$ cat config.mk
export PLATFORM = sky130hd
export DESIGN_NAME = gpio_cfg_shift
export DESIGN_NICKNAME = d
export VERILOG_FILES = /design/src/rtl/gpio_cfg_pkg.sv /design/src/rtl/gpio_cfg_shreg.sv /design/src/rtl/gpio_cfg_shift.sv
export SDC_FILE = /design/constraint.sdc
export NUM_CORES = 1
export LEC_CHECK = 0
export CORE_MARGIN = 5
export CORE_UTILIZATION = 45
export CTS_CLUSTER_SIZE = 24
export DETAILED_ROUTE_END_ITERATION = 12
export HOLD_SLACK_MARGIN = 0.1
export PLACE_DENSITY_LB_ADDON = 0.25
export SLEW_MARGIN = 25
export SYNTH_ARGS = -nofsm -noshare
export SYNTH_HDL_FRONTEND = slang
export SYNTH_SLANG_ARGS = --single-unit
$ cat constraint.sdc
create_clock -name wb_clk_i -period 1.85 [get_ports wb_clk_i]
set_input_delay 0.2775 -clock wb_clk_i [delete_from_list [all_inputs] [get_ports wb_clk_i]]
set_output_delay 0.2775 -clock wb_clk_i [all_outputs]
set_load 0.02 [all_outputs]
$ cat src/rtl/gpio_cfg_pkg.sv
// Shared constants for the GPIO pad configuration shift chain: widths, pad-field bit map, FSM states.
package gpio_cfg_pkg;

  localparam int CFG_W = 13;
  localparam int DM_W  = 3;

  localparam int MGMT_ENA_BIT      = 0;
  localparam int OUTENB_BIT        = 1;
  localparam int HOLDOVER_BIT      = 2;
  localparam int INP_DIS_BIT       = 3;
  localparam int IB_MODE_SEL_BIT   = 4;
  localparam int ANA_EN_BIT        = 5;
  localparam int ANA_SEL_BIT       = 6;
  localparam int ANA_POL_BIT       = 7;
  localparam int SLOW_SEL_BIT      = 8;
  localparam int VTRIP_SEL_BIT     = 9;
  localparam int DM_LSB            = 10;

  typedef enum logic [1:0] {
    ST_IDLE   = 2'd0,
    ST_SHIFT  = 2'd1,
    ST_COMMIT = 2'd2
  } cfg_state_t;

endpackage

$ cat src/rtl/gpio_cfg_shreg.sv
// Serial-in shift register with pass-through output and a bit counter saturating at CFG_W.
// One shift per enabled cycle; no backpressure, the counter clear wins over an increment.
module gpio_cfg_shreg #(
  parameter int CFG_W = 13,
  localparam int CNT_W = $clog2(CFG_W + 1)
) (
  input  logic             clk,
  input  logic             rst,
  input  logic             reload,
  input  logic [CFG_W-1:0] defaults,
  input  logic             shift_en,
  input  logic             data_in,
  input  logic             cnt_clr,
  output logic [CFG_W-1:0] shift_reg,
  output logic             data_out,
  output logic [CNT_W-1:0] bit_cnt,
  output logic             cnt_full
);

  assign cnt_full = (bit_cnt == CNT_W'(CFG_W));

  always_ff @(posedge clk) begin
    if (rst) begin
      shift_reg <= defaults;
      data_out  <= 1'b0;
      bit_cnt   <= '0;
    end else if (reload) begin
      shift_reg <= defaults;
      bit_cnt   <= '0;
    end else begin
      if (shift_en) begin
        shift_reg <= {shift_reg[CFG_W-2:0], data_in};
        data_out  <= shift_reg[CFG_W-1];
      end
      // A load always restarts the count, even when it coincides with a shift.
      if (cnt_clr)
        bit_cnt <= '0;
      else if (shift_en && !cnt_full)
        bit_cnt <= bit_cnt + CNT_W'(1);
    end
  end

endmodule

$ cat src/rtl/gpio_cfg_shift.sv
// GPIO pad configuration loader: serial chain, IDLE/SHIFT/COMMIT FSM and shadow cfg register.
// Commit lands one cycle after serial_load; no backpressure, inputs are accepted every cycle.
module gpio_cfg_shift
  import gpio_cfg_pkg::*;
#(
  parameter int CFG_W = gpio_cfg_pkg::CFG_W
) (
  input  logic             wb_clk_i,
  input  logic             wb_rst_i,
  input  logic [CFG_W-1:0] gpio_defaults,
  input  logic             defaults_reload,
  input  logic             serial_shift_en,
  input  logic             serial_data_in,
  input  logic             serial_load,
  output logic             serial_data_out,
  output logic [CFG_W-1:0] cfg,
  output logic             mgmt_ena,
  output logic             gpio_outenb,
  output logic             gpio_holdover,
  output logic             gpio_inp_dis,
  output logic             gpio_ib_mode_sel,
  output logic             gpio_ana_en,
  output logic             gpio_ana_sel,
  output logic             gpio_ana_pol,
  output logic             gpio_slow_sel,
  output logic             gpio_vtrip_sel,
  output logic [DM_W-1:0]  gpio_dm,
  output logic             cfg_busy,
  output logic             cfg_err
);

  localparam int CNT_W = $clog2(CFG_W + 1);

  cfg_state_t       state;
  logic [CFG_W-1:0] shift_reg;
  logic [CNT_W-1:0] bit_cnt;
  logic             cnt_full;

  gpio_cfg_shreg #(.CFG_W(CFG_W)) u_shreg (
    .clk       (wb_clk_i),
    .rst       (wb_rst_i),
    .reload    (defaults_reload),
    .defaults  (gpio_defaults),
    .shift_en  (serial_shift_en),
    .data_in   (serial_data_in),
    .cnt_clr   (serial_load),
    .shift_reg (shift_reg),
    .data_out  (serial_data_out),
    .bit_cnt   (bit_cnt),
    .cnt_full  (cnt_full)
  );

  always_ff @(posedge wb_clk_i) begin
    if (wb_rst_i || defaults_reload) begin
      state    <= ST_IDLE;
      cfg_busy <= 1'b0;
      cfg      <= gpio_defaults;
      cfg_err  <= 1'b0;
    end else begin
      case (state)
        ST_IDLE, ST_SHIFT: begin
          if (serial_shift_en) begin
            state    <= ST_SHIFT;
            cfg_busy <= 1'b1;
          end else if (serial_load) begin
            state    <= ST_COMMIT;
            cfg_busy <= 1'b0;
          end else begin
            state    <= ST_IDLE;
            cfg_busy <= 1'b0;
          end
        end
        default: begin
          state    <= ST_IDLE;
          cfg_busy <= 1'b0;
        end
      endcase
      // Only a clean load of a full word reaches the pads; anything else is latched as an error.
      if (serial_load) begin
        if (!serial_shift_en && cnt_full)
          cfg <= shift_reg;
        else
          cfg_err <= 1'b1;
      end
    end
  end

  assign mgmt_ena         = cfg[MGMT_ENA_BIT];
  assign gpio_outenb      = cfg[OUTENB_BIT];
  assign gpio_holdover    = cfg[HOLDOVER_BIT];
  assign gpio_inp_dis     = cfg[INP_DIS_BIT];
  assign gpio_ib_mode_sel = cfg[IB_MODE_SEL_BIT];
  assign gpio_ana_en      = cfg[ANA_EN_BIT];
  assign gpio_ana_sel     = cfg[ANA_SEL_BIT];
  assign gpio_ana_pol     = cfg[ANA_POL_BIT];
  assign gpio_slow_sel    = cfg[SLOW_SEL_BIT];
  assign gpio_vtrip_sel   = cfg[VTRIP_SEL_BIT];
  assign gpio_dm          = cfg[DM_LSB +: DM_W];

endmodule

==> run summary, run 1 <==
Final setup fails: 0
Post-Route WL: 2884 µm
Seq/Total Area, Yosys: 0.6433
Post-Synth Adder-Cell Area: 0.01711
Req. time, crit path: 1830 ps
Largest net degree at the start of global routing: 16
P per Cell Area: 822.0 nW/µm²
Layout cells sized above 1: 0.06704
Yosys reg bits: 34
Simple-Gate Fraction of Synth Area: 0.1959
Fin Setup TNS: 0 ps
Crit path depth: 3
FFs w/ async S/R, synth: 0
Avg Cell Area, Syn: 10.75 µm²
CTS root buf: clkbuf_4
Netlist cell types: 23
Synth area leader: edfxtp_1
First-pass GRT wire length: 4636 µm
Synth Instances: 136
Largest family of logic cells by synthesized area: simple AND/OR/NAND/NOR gates
Via-to-Cell Ratio: 4.789
DRC viols: 0
Ys flop type: edfxtp_1
CTS H-tree lvls: 2
Ranking of synthesized cells by area: edfxtp_1, nand2_1, dfxtp_1
Placer Congestion: 0.7794
Post-synthesis compound-gate area fraction: 0.04448
Slew HR: 0.7604
Critical-path top delay cell: dfxtp_1
CTS tree: yes
Post-synth top cells: nand2_1, edfxtp_1, buf_4
Min-delay worst type: reg2reg
R2R depth: 3
Ant. Diodes: 0
GR Util All Layers: 0.1388
Power, Total: 0.001598 W
FMAX: 624.5 MHz
FILL cells: 254
Dpl cell area: 1896 µm²
Synth top area share: 0.5338
Area of the multi-input gates: 376.6 µm²
CP Capture Type: register
Routed via count: 1068
Post-DP HPWL: 2212 µm
Status: complete, no violations
Minimum clock period: 1601 ps
Antenna violations before repair: 0
Sequential cell area: 940.9 µm²
Die X: 67.01 µm
CTS Sinks: 34
Fin area: 1944 µm²
Layout net count: 199
Worst path bufs/invs: 0
Count leader, synth: nand2_1
Syn Nets: 157
Layout Area Growth over Synthesis: 32.93%
Cts hold-fix bufs: 0
Final Hold Fails: 0
Global route overflow: 0
CP Launch Type: register
Hold depth: 1
Count of final max-slew check failures: 0
Delay-heaviest family, CP: flip-flops
ANT nets after route: 0
Post-CTS sizing: 0
Syn. warnings: 0
Row Count: 20
Syn Std Cell Area: 1463 µm²
Top-level port count: 48
CP cell instances: ha_1 -> and3_1 -> a31o_2
# port buffers: 47
Hold WS: 422.2 ps
Max-Cap Viols: 0
Worst-margin pin slew: 359.4 ps
EDFF count, synth: 26
Post-Synth XOR/XNOR Area: 0
Clock buffer depth: 2
Drt wl/cell: 12.93 µm
Vias in the first global route: 1038
Clock Pin Slew Worst Setup and Hold Paths: 100 ps
Critical path type: reg2reg
CP Max Fanout: 13
Die ar.: 4490 µm²
Worst-skew pair later-pin latency: 320 ps
Core area: 3078 µm²
Max incr delay on CP: 420 ps
Worst Skew: 11.72 ps
Mux cell area share after synthesis: 0
Drt initial violations: 25
Initial Util: 0.4752
Drt pass-1 iters: 5
RSZ-0062 raised after global routing: false
Num CTS Buffers: 5
WP data arrival: 1580 ps
Lkg Pwr: 0.8059 nW
Final critical-path share of the clock period: 0.8656
Worst vdd ir: 0.4704 mV
Post-CTS Setup Bufs: 0
Die Y: 67.01 µm
==> layer usage <==
layer	routed length (µm)	vias up	track usage
li1	-	529	-
met1	1123	498	0.1563
met2	1536	39	0.2454
met3	204	2	0.03373
met4	19	0	0.06076
met5	0	-	0
==> cell type report <==
cell class              instances  area share
flip-flops and latches         34      0.4839
repair buffers                 52      0.2613
multi-input cells              81      0.1937
well taps                      44     0.02831
clock buffers                   5     0.01931
inverters                       4    0.007722
clock inverters                 3    0.005792
==> metrics by stage <==
step                cells  setup slack, ps  utilization
finish                223            248.7       0.6317
global route          223            130.6       0.6317
CTS                   223            235.2       0.6317
detailed placement    215            199.6       0.6159
global placement      215            232.3       0.6159
floorplan             136            466.2            -
==> worst paths after layout <==
| kind | slack (ps) | startpoint | endpoint |
|---|---|---|---|
| max reg2reg | 250 | u_shreg.bit_cnt[0] | cfg[1] |
| min reg2reg | 420 | state[1] | state[1] |
| max | 250 | u_shreg.bit_cnt[0] | cfg[1] |
| min | 420 | state[1] | state[1] |
==> power by group <==
group	leakage, nW	switching, W	total [W]	internal, W
Sequential	0.337	0.0000239	0.000917	0.000893
Combinational	0.441	0.000159	0.000314	0.000155
Clock	0.0277	0.000232	0.000368	0.000135
Total	0.806	0.000415	0.00160	0.00118
==> worst reg2reg max path: stages, from the launching register on <==
cell	delay (ps)
dfxtp_1	420
ha_1	220
and3_1	230
a31o_2	400
==> cells by family after synthesis <==
| family | count (synthesis) |
|---|---|
| fa+ha+maj | 2 |
| buf+inv | 21 |
| simple gates | 68 |
| compound gates | 11 |
| flops | 34 |
==> layout by cell type (no fill, tap or decap) <==
cell / Yosys / final
nand2_1: 54 / 54
clkdlybuf4s50_1: 0 / 47
edfxtp_1: 26 / 26
dfxtp_1: 8 / 8
a21oi_1: 5 / 5
clkbuf_4: 0 / 5
buf_4: 13 / 5
inv_1: 4 / 4
nor3_1: 3 / 3
o21ai_0: 3 / 3
clkinv_1: 0 / 3
nor2_1: 2 / 2
nand3_1: 2 / 2
ha_1: 2 / 2
or2_1: 1 / 1
and3_1: 1 / 1
a31o_2: 1 / 1
nor3b_1: 1 / 1
nand4_1: 1 / 1
or3_4: 1 / 1
a211oi_1: 1 / 1
nand3b_1: 1 / 1
a311oi_1: 1 / 1
or3_1: 1 / 1
(Power assumes the default switching activity.)
==> run 2, diff against run 1 <==
--- a/config.mk
+++ b/config.mk
@@ -9,7 +9,7 @@
 export CORE_UTILIZATION = 45
 export CTS_CLUSTER_SIZE = 24
 export DETAILED_ROUTE_END_ITERATION = 12
-export HOLD_SLACK_MARGIN = 0.1
+export HOLD_SLACK_MARGIN = 0.03
 export PLACE_DENSITY_LB_ADDON = 0.25
 export SLEW_MARGIN = 25
 export SYNTH_ARGS = -nofsm -noshare
==> results of run 2 <==
Same layout as run 1: the final DEF is identical, and so are final timing and power.
